--- config.mk ---
export PLATFORM = sky130hd
export DESIGN_NAME = traffic_light_sequencer
export DESIGN_NICKNAME = d
export VERILOG_FILES = /design/src/rtl/traffic_light_sequencer.sv
export SDC_FILE = /design/constraint.sdc
export NUM_CORES = 1
export LEC_CHECK = 0
export ABC_AREA = 0
export CAP_MARGIN = 10
export CORE_MARGIN = 5
export CORE_UTILIZATION = 52
export CTS_CLUSTER_DIAMETER = 60
export CTS_CLUSTER_SIZE = 10
export DETAILED_ROUTE_END_ITERATION = 12
export HOLD_SLACK_MARGIN = 0.1
export PLACE_DENSITY = 0.94
export SYNTH_ARGS = -nofsm -noshare
export SYNTH_HDL_FRONTEND = slang
export SYNTH_SLANG_ARGS = --single-unit
export TNS_END_PERCENT = 30
--- constraint.sdc ---
create_clock -name clk -period 3.38 [get_ports clk]
set_input_delay 0.676 -clock clk [delete_from_list [all_inputs] [get_ports clk]]
set_output_delay 0.676 -clock clk [all_outputs]
set_load 0.02 [all_outputs]
--- src/rtl/traffic_light_sequencer.sv ---
// Two-road intersection phase sequencer with pedestrian walk insertion.
// Advances on tick strobes and drives registered lamp and walk outputs.
module traffic_light_sequencer #(
  parameter int GREEN_TICKS  = 8,
  parameter int YELLOW_TICKS = 3,
  parameter int ALLRED_TICKS = 1,
  parameter int WALK_TICKS   = 5,
  parameter int CNT_WIDTH    = 8
) (
  input  logic                 clk,
  input  logic                 reset,
  input  logic                 tick,
  input  logic                 ped_req,
  output logic [2:0]           ns_light,
  output logic [2:0]           ew_light,
  output logic                 walk,
  output logic [2:0]           phase,
  output logic [CNT_WIDTH-1:0] phase_cnt,
  output logic                 ped_pending
);

  typedef enum logic [2:0] {
    NS_GREEN  = 3'd0,
    NS_YELLOW = 3'd1,
    ALL_RED_A = 3'd2,
    EW_GREEN  = 3'd3,
    EW_YELLOW = 3'd4,
    ALL_RED_B = 3'd5,
    WALK      = 3'd6
  } phase_t;

  localparam logic [2:0] RED = 3'b100;
  localparam logic [2:0] YEL = 3'b010;
  localparam logic [2:0] GRN = 3'b001;

  localparam logic [CNT_WIDTH-1:0] G_LAST =
    CNT_WIDTH'(GREEN_TICKS - 1);
  localparam logic [CNT_WIDTH-1:0] Y_LAST =
    CNT_WIDTH'(YELLOW_TICKS - 1);
  localparam logic [CNT_WIDTH-1:0] R_LAST =
    CNT_WIDTH'(ALLRED_TICKS - 1);
  localparam logic [CNT_WIDTH-1:0] W_LAST =
    CNT_WIDTH'(WALK_TICKS - 1);

  phase_t               state;
  phase_t               state_nx;
  logic [CNT_WIDTH-1:0] cnt_nx;
  logic [CNT_WIDTH-1:0] last_cnt;
  logic                 enter_walk;
  logic [2:0]           ns_nx;
  logic [2:0]           ew_nx;
  logic                 walk_nx;

  assign phase = state;

  always_comb begin
    last_cnt = '0;
    unique case (state)
      NS_GREEN, EW_GREEN:   last_cnt = G_LAST;
      NS_YELLOW, EW_YELLOW: last_cnt = Y_LAST;
      ALL_RED_A, ALL_RED_B: last_cnt = R_LAST;
      WALK:                 last_cnt = W_LAST;
      default:              last_cnt = '0;
    endcase
  end

  always_comb begin
    state_nx   = state;
    cnt_nx     = phase_cnt;
    enter_walk = 1'b0;
    if (state == 3'd7) begin
      // Corrupted encoding: recover through an all-red phase.
      state_nx = ALL_RED_B;
      cnt_nx   = '0;
    end else if (tick) begin
      if (phase_cnt == last_cnt) begin
        cnt_nx = '0;
        unique case (state)
          NS_GREEN:  state_nx = NS_YELLOW;
          NS_YELLOW: state_nx = ALL_RED_A;
          ALL_RED_A: state_nx = EW_GREEN;
          EW_GREEN:  state_nx = EW_YELLOW;
          EW_YELLOW: state_nx = ALL_RED_B;
          ALL_RED_B: begin
            if (ped_pending) begin
              state_nx   = WALK;
              enter_walk = 1'b1;
            end else begin
              state_nx = NS_GREEN;
            end
          end
          WALK:      state_nx = NS_GREEN;
          default:   state_nx = ALL_RED_B;
        endcase
      end else begin
        cnt_nx = phase_cnt + 1'b1;
      end
    end
  end

  always_comb begin
    ns_nx   = RED;
    ew_nx   = RED;
    walk_nx = 1'b0;
    unique case (state_nx)
      NS_GREEN:  ns_nx = GRN;
      NS_YELLOW: ns_nx = YEL;
      EW_GREEN:  ew_nx = GRN;
      EW_YELLOW: ew_nx = YEL;
      WALK:      walk_nx = 1'b1;
      default:   ;
    endcase
  end

  always_ff @(posedge clk) begin
    if (reset) begin
      state       <= ALL_RED_B;
      phase_cnt   <= '0;
      ped_pending <= 1'b0;
      ns_light    <= RED;
      ew_light    <= RED;
      walk        <= 1'b0;
    end else begin
      state       <= state_nx;
      phase_cnt   <= cnt_nx;
      ped_pending <= (ped_pending & ~enter_walk) | ped_req;
      ns_light    <= ns_nx;
      ew_light    <= ew_nx;
      walk        <= walk_nx;
    end
  end

endmodule

Yosys cells after proc, flatten, opt, wreduce, memory -nomap -nowiden
Index checks and enable logic that the tools add are counted.
{ "word_totals": {"word_cells": 42, "ff_bits": 19} }
{ "classes": {"n_eq_ne": 12, "mux": 15, "reduce_logical": 5, "n_addsub": 1, "bitwise_logic": 3} }
{ "op_table": {"columns": ["op", "count"], "rows": [
  ["== test 3 bit, second input constant", 6],
  ["case mux 3 bit (6 select lines)", 1],
  ["2-to-1 mux 3 bit", 4],
  ["case mux 3 bit (2 select lines)", 2],
  ["== test 3 x 2 -> 1 bit, second input constant", 3],
  ["case mux 3 bit (3 select lines)", 1],
  ["adder 8 x 1 -> 8 bit, second input constant", 1],
  ["== test 8 bit", 1],
  ["2-to-1 mux 8 bit", 1],
  ["== test 3 x 1 -> 1 bit, second input constant", 2],
  ["zero test 3 bit", 2],
  ["2-to-1 mux 1 bit", 6],
  ["OR reduction 2 bit", 3],
  ["bitwise AND 1 bit", 1],
  ["inverter 1 bit", 1],
  ["bitwise OR 1 bit", 1]
]} }

Logic depth before layout (Yosys ltp)
{ "logic_depth": {"ltp_word": 10, "depth_mapped": 6, "depth_no_buf": 5} }

Worst setup path before layout
Ideal clock, no wire load.
{ "synth_timing": {"path_kind": "flip-flop to flip-flop", "start": "register phase_cnt[0]", "end": "register state[1], in the netlist phase[1]", "n_path_buf": 1, "path_slack_ns": 1.542, "arrival_ns": 1.719, "required_time_ns": 3.260, "setup_ns": 0.120, "stages_incl_launch_ff": 7, "cell_sequence": "dfxtp_1 -> clkbuf_1 -> nor2_1 -> nor4b_2 -> a211o_2 -> and4_1 -> o31a_1"} }
{ "synth_via": {"elab_chain_len": 4} }
{ "synth_lines": {"columns": ["item", "line_no", "text"], "rows": [
  ["from (decl)", "18", "output logic [CNT_WIDTH-1:0] phase_cnt,"],
  ["from (signal assigned)", "125", "phase_cnt <= cnt_nx;"],
  ["== test 8 bit", "76", "if (phase_cnt == last_cnt) begin"],
  ["2-to-1 mux 3 bit", "76", null],
  ["2-to-1 mux 3 bit", "75", "end else if (tick) begin"],
  ["2-to-1 mux 3 bit", "71", "if (state == 3'd7) begin"],
  ["to (signal assigned)", "124", "state <= state_nx;"],
  ["to (decl)", "45", "phase_t state;"]
]} }
No other way between the ends.
A chain may end at the register's enable or synchronous reset.

Worst setup path in the final report
{ "layout_timing": {"start": "register state[2], in the netlist phase[2]", "end": "output phase[2]"} }
{ "layout_lines": {"columns": ["item", "line_no", "text"], "rows": [
  ["to (decl)", "17", "output logic [2:0] phase,"]
]} }
No word-level cell between the ends.

==> results.md <==
* Outcome: finished, final reports clean
* First-iteration detailed-routing DRC count at 31
* TritonCTS clock tree: done
* Clock network fraction of design power at 13.3%
* Horiz. Die Dim at 53.6 um
* Max cap viols at 0
* Post-detail-place hpwl at 1590 um
* EDFF count, synth at 0
* Comb pwr share at 46.0%
* Root Driver: clkbuf_4
* IO Port Bufs at 22
* Postcts setup bufs at 0
* Share of cells above drive strength 1 at 8.46%
* Sw Pwr at 0.358 mW
* Largest delay contributor family on the critical path: flip-flops
* Syn Inst Count at 110
* Synth Warn # at 0
* Die ar. at 2880 um2
* Core Footprint at 1760 um2
* Seq pwr share at 40.7%
* Post-CTS Hold Buffers at 0
* Die H at 53.6 um
* Async S/R FF share, synth at 0%
* Maximum vdd drop at 0.000360 V
* Worst-skew pair later-pin latency at 0.29 ns
* WP buf/inv at 1
* Post-detailed-route wirelength per cell at 14.1 um
* Yosys reg bits at 19
* Slew HR at 59.9%
* Sink Count at 19
* F_max at 415 MHz
* H-Tree Depth at 1
* Critical Path Slowest Stage Cell: dfxtp_1
* Tightest Pin Transition at 0.601 ns
* Initial antenna violation count at 0
* Final wirelength at 2190 um
* Setup crit start kind: flop
* Critical-path maximum fanout at 17
* Cells after DPL at 151
* WHS at 0.539 ns
* Worst-path cell chain: clkdlybuf4s50_1
* PostCTS Resize Cnt at 0
* WP data required at 2.70 ns
* CP endpoint kind: output pin
* CTS max path bufs at 2
* Rows at 15
* Total congestion overflow at 0
* Final Hold Fails at 0
* Seq/Total Area, Yosys at 38.4%
* Syn avg cell area at 9.00 um2
* First-pass DRT Iterations at 4
* Worst EP arrival at 1.73 ns
* Antenna viol nets, final at 0
* Switching share of power at 42.6%
* Via count at 906
* Vias/cell at 5.85
* Setup TNS at 0 ns
* Worst min path class: flop to flop
* RSZ-0062 raised after global routing: no
* Post-DP Area at 1200 um2
* Internal power at 0.483 mW
* Pins over their slew limit at 0
* CTS clk-pin slew, worst paths at 0.11 ns
* Fin nets at 136
* First-pass GRT wire length at 3640 um
* Final std cells w/o fill at 155
* Synth unique cells at 40
* Final Cycle Share at 71.3%
* Period minus WS final at 2.41 ns
* Main synth FF type: dfxtp_1
* Vias in the first global route at 772
* Largest net degree at the start of global routing at 18
* Layout overhead on the synthesized area at 24.1%
* Diodes inserted at 0
* Worst Skew at 0.00447 ns
* Gpl congestion at 0.858
* Post-Syn Nets at 115
* Post-route DRC at 0
* Critical path class: flop to output pin
* I/O pin cnt at 23
* CTS buffer count at 3
* Final setup vio count at 0
* Max incr delay on CP at 0.72 ns
* Leakage power at 0.460 nW
* Starting Density at 56.1%
* Area of the mapped netlist at 990 um2
* Design area at 1230 um2
* Total GRT Usage at 17.2%
* PD cells at 685 nW/um2
* Core Util, Final at 69.6%
[registers in the layout, indices dropped and copies added, names as in the netlist]
signal and cells:
ew_light 3, phase_cnt 8, ns_light 3, walk 1
phase 3, ped_pending 1
[routing by layer]
metal  GRT usage (%)  vias to the layer above  part of all wire [%]
met3            2.22                        6                   7.2
met4            7.66                        0                   2.0
met1            23.3                      416                    45
li1                -                      442                     -
met2            27.1                       42                    46
met5               0                        -                     0
[power groups by stage]
stage | Combinational (mW) | Clock [mW] | Sequential [mW]
6_report | 0.387 | 0.112 | 0.342
5_1_grt | 0.415 | 0.124 | 0.355
4_1_cts | 0.385 | 0.112 | 0.342
3_5_place_dp | 0.382 | 0 | 0.348
3_3_place_gp | 0.377 | 0 | 0.344
2_1_floorplan | 0.265 | 0 | 0.351
[final timing paths]
path / start / endpoint / slack, ns / depth (start not counted)
min: ped_pending$_SDFF_PP0_ / ped_pending$_SDFF_PP0_ / 0.54 / 2
max: phase[2]$_SDFF_PP1_ / phase[2] / 0.97 / 1
max reg2reg: phase[0]$_SDFF_PP1_ / phase[1]$_SDFF_PP0_ / 1.31 / 5
min reg2reg: ped_pending$_SDFF_PP0_ / ped_pending$_SDFF_PP0_ / 0.54 / 2
[placed cells by master (no fill, tap or decap), types with 2 or more instances in the layout]
cell / n
xor2_1: 6
clkbuf_4: 3
a31oi_1: 4
nand3_1: 2
nor2_1: 14
a21boi_0: 2
clkdlybuf4s50_1: 22
nor2b_1: 3
a21oi_1: 2
a311oi_1: 2
a32o_1: 2
and3b_1: 2
dfxtp_1: 19
inv_1: 3
nand2_1: 7
xnor2_1: 2
nor3b_1: 2
nand4_1: 4
mux2i_1: 3
and3_1: 2
and4_1: 2
nor3_1: 3
nand2b_1: 2
[logic make-up (layout without fill, tap and decap cells)]
family	Yosys count	after routing	share of synthesized area, %
AOI/OAI and AO/OA	22	22	17.4
xor gates and xnor gates	8	8	7.08
adders and majority gates	1	1	1.26
buffers and inverters	9	29	5.06
DFF	19	19	38.4
muxes	3	3	3.03
and+or+nand+nor	48	48	27.7
[cells in the mapped netlist (2+ instances only)]
cell	n	share of area (%)
dfxtp_1	19	38
nor2_1	14	5.3
nand2_1	7	2.7
xor2_1	6	5.3
a31oi_1	4	2.5
nand4_1	4	2.5
clkbuf_1	3	1.1
inv_1	3	1.1
mux2i_1	3	3.0
nor2b_1	3	1.9
nor3_1	3	1.5
a21boi_0	2	1.5
a21oi_1	2	1.0
a311oi_1	2	1.8
a32o_1	2	2.0
and3_1	2	1.3
and3b_1	2	1.8
and4_1	2	1.8
buf_6	2	2.3
nand2b_1	2	1.3
nand3_1	2	1.0
nor3b_1	2	1.5
xnor2_1	2	1.8
[through the flow]
step | total power, mW | worst slack [ns]
finish | 0.841 | 0.970
global route | 0.893 | 0.896
CTS | 0.839 | 0.998
detailed placement | 0.730 | 1.03
global placement | 0.721 | 1.08
floorplan | 0.616 | 1.54
[layout make-up]
cell class	instances	area, um2
clock buffer	4	26.3
timing repair buffer	22	220
fill	156	536
inverter	3	11.3
sequential	19	380
multi-input combinational	82	559
tap	25	31.3
Note: power is estimated with default switching activity, not from simulation.
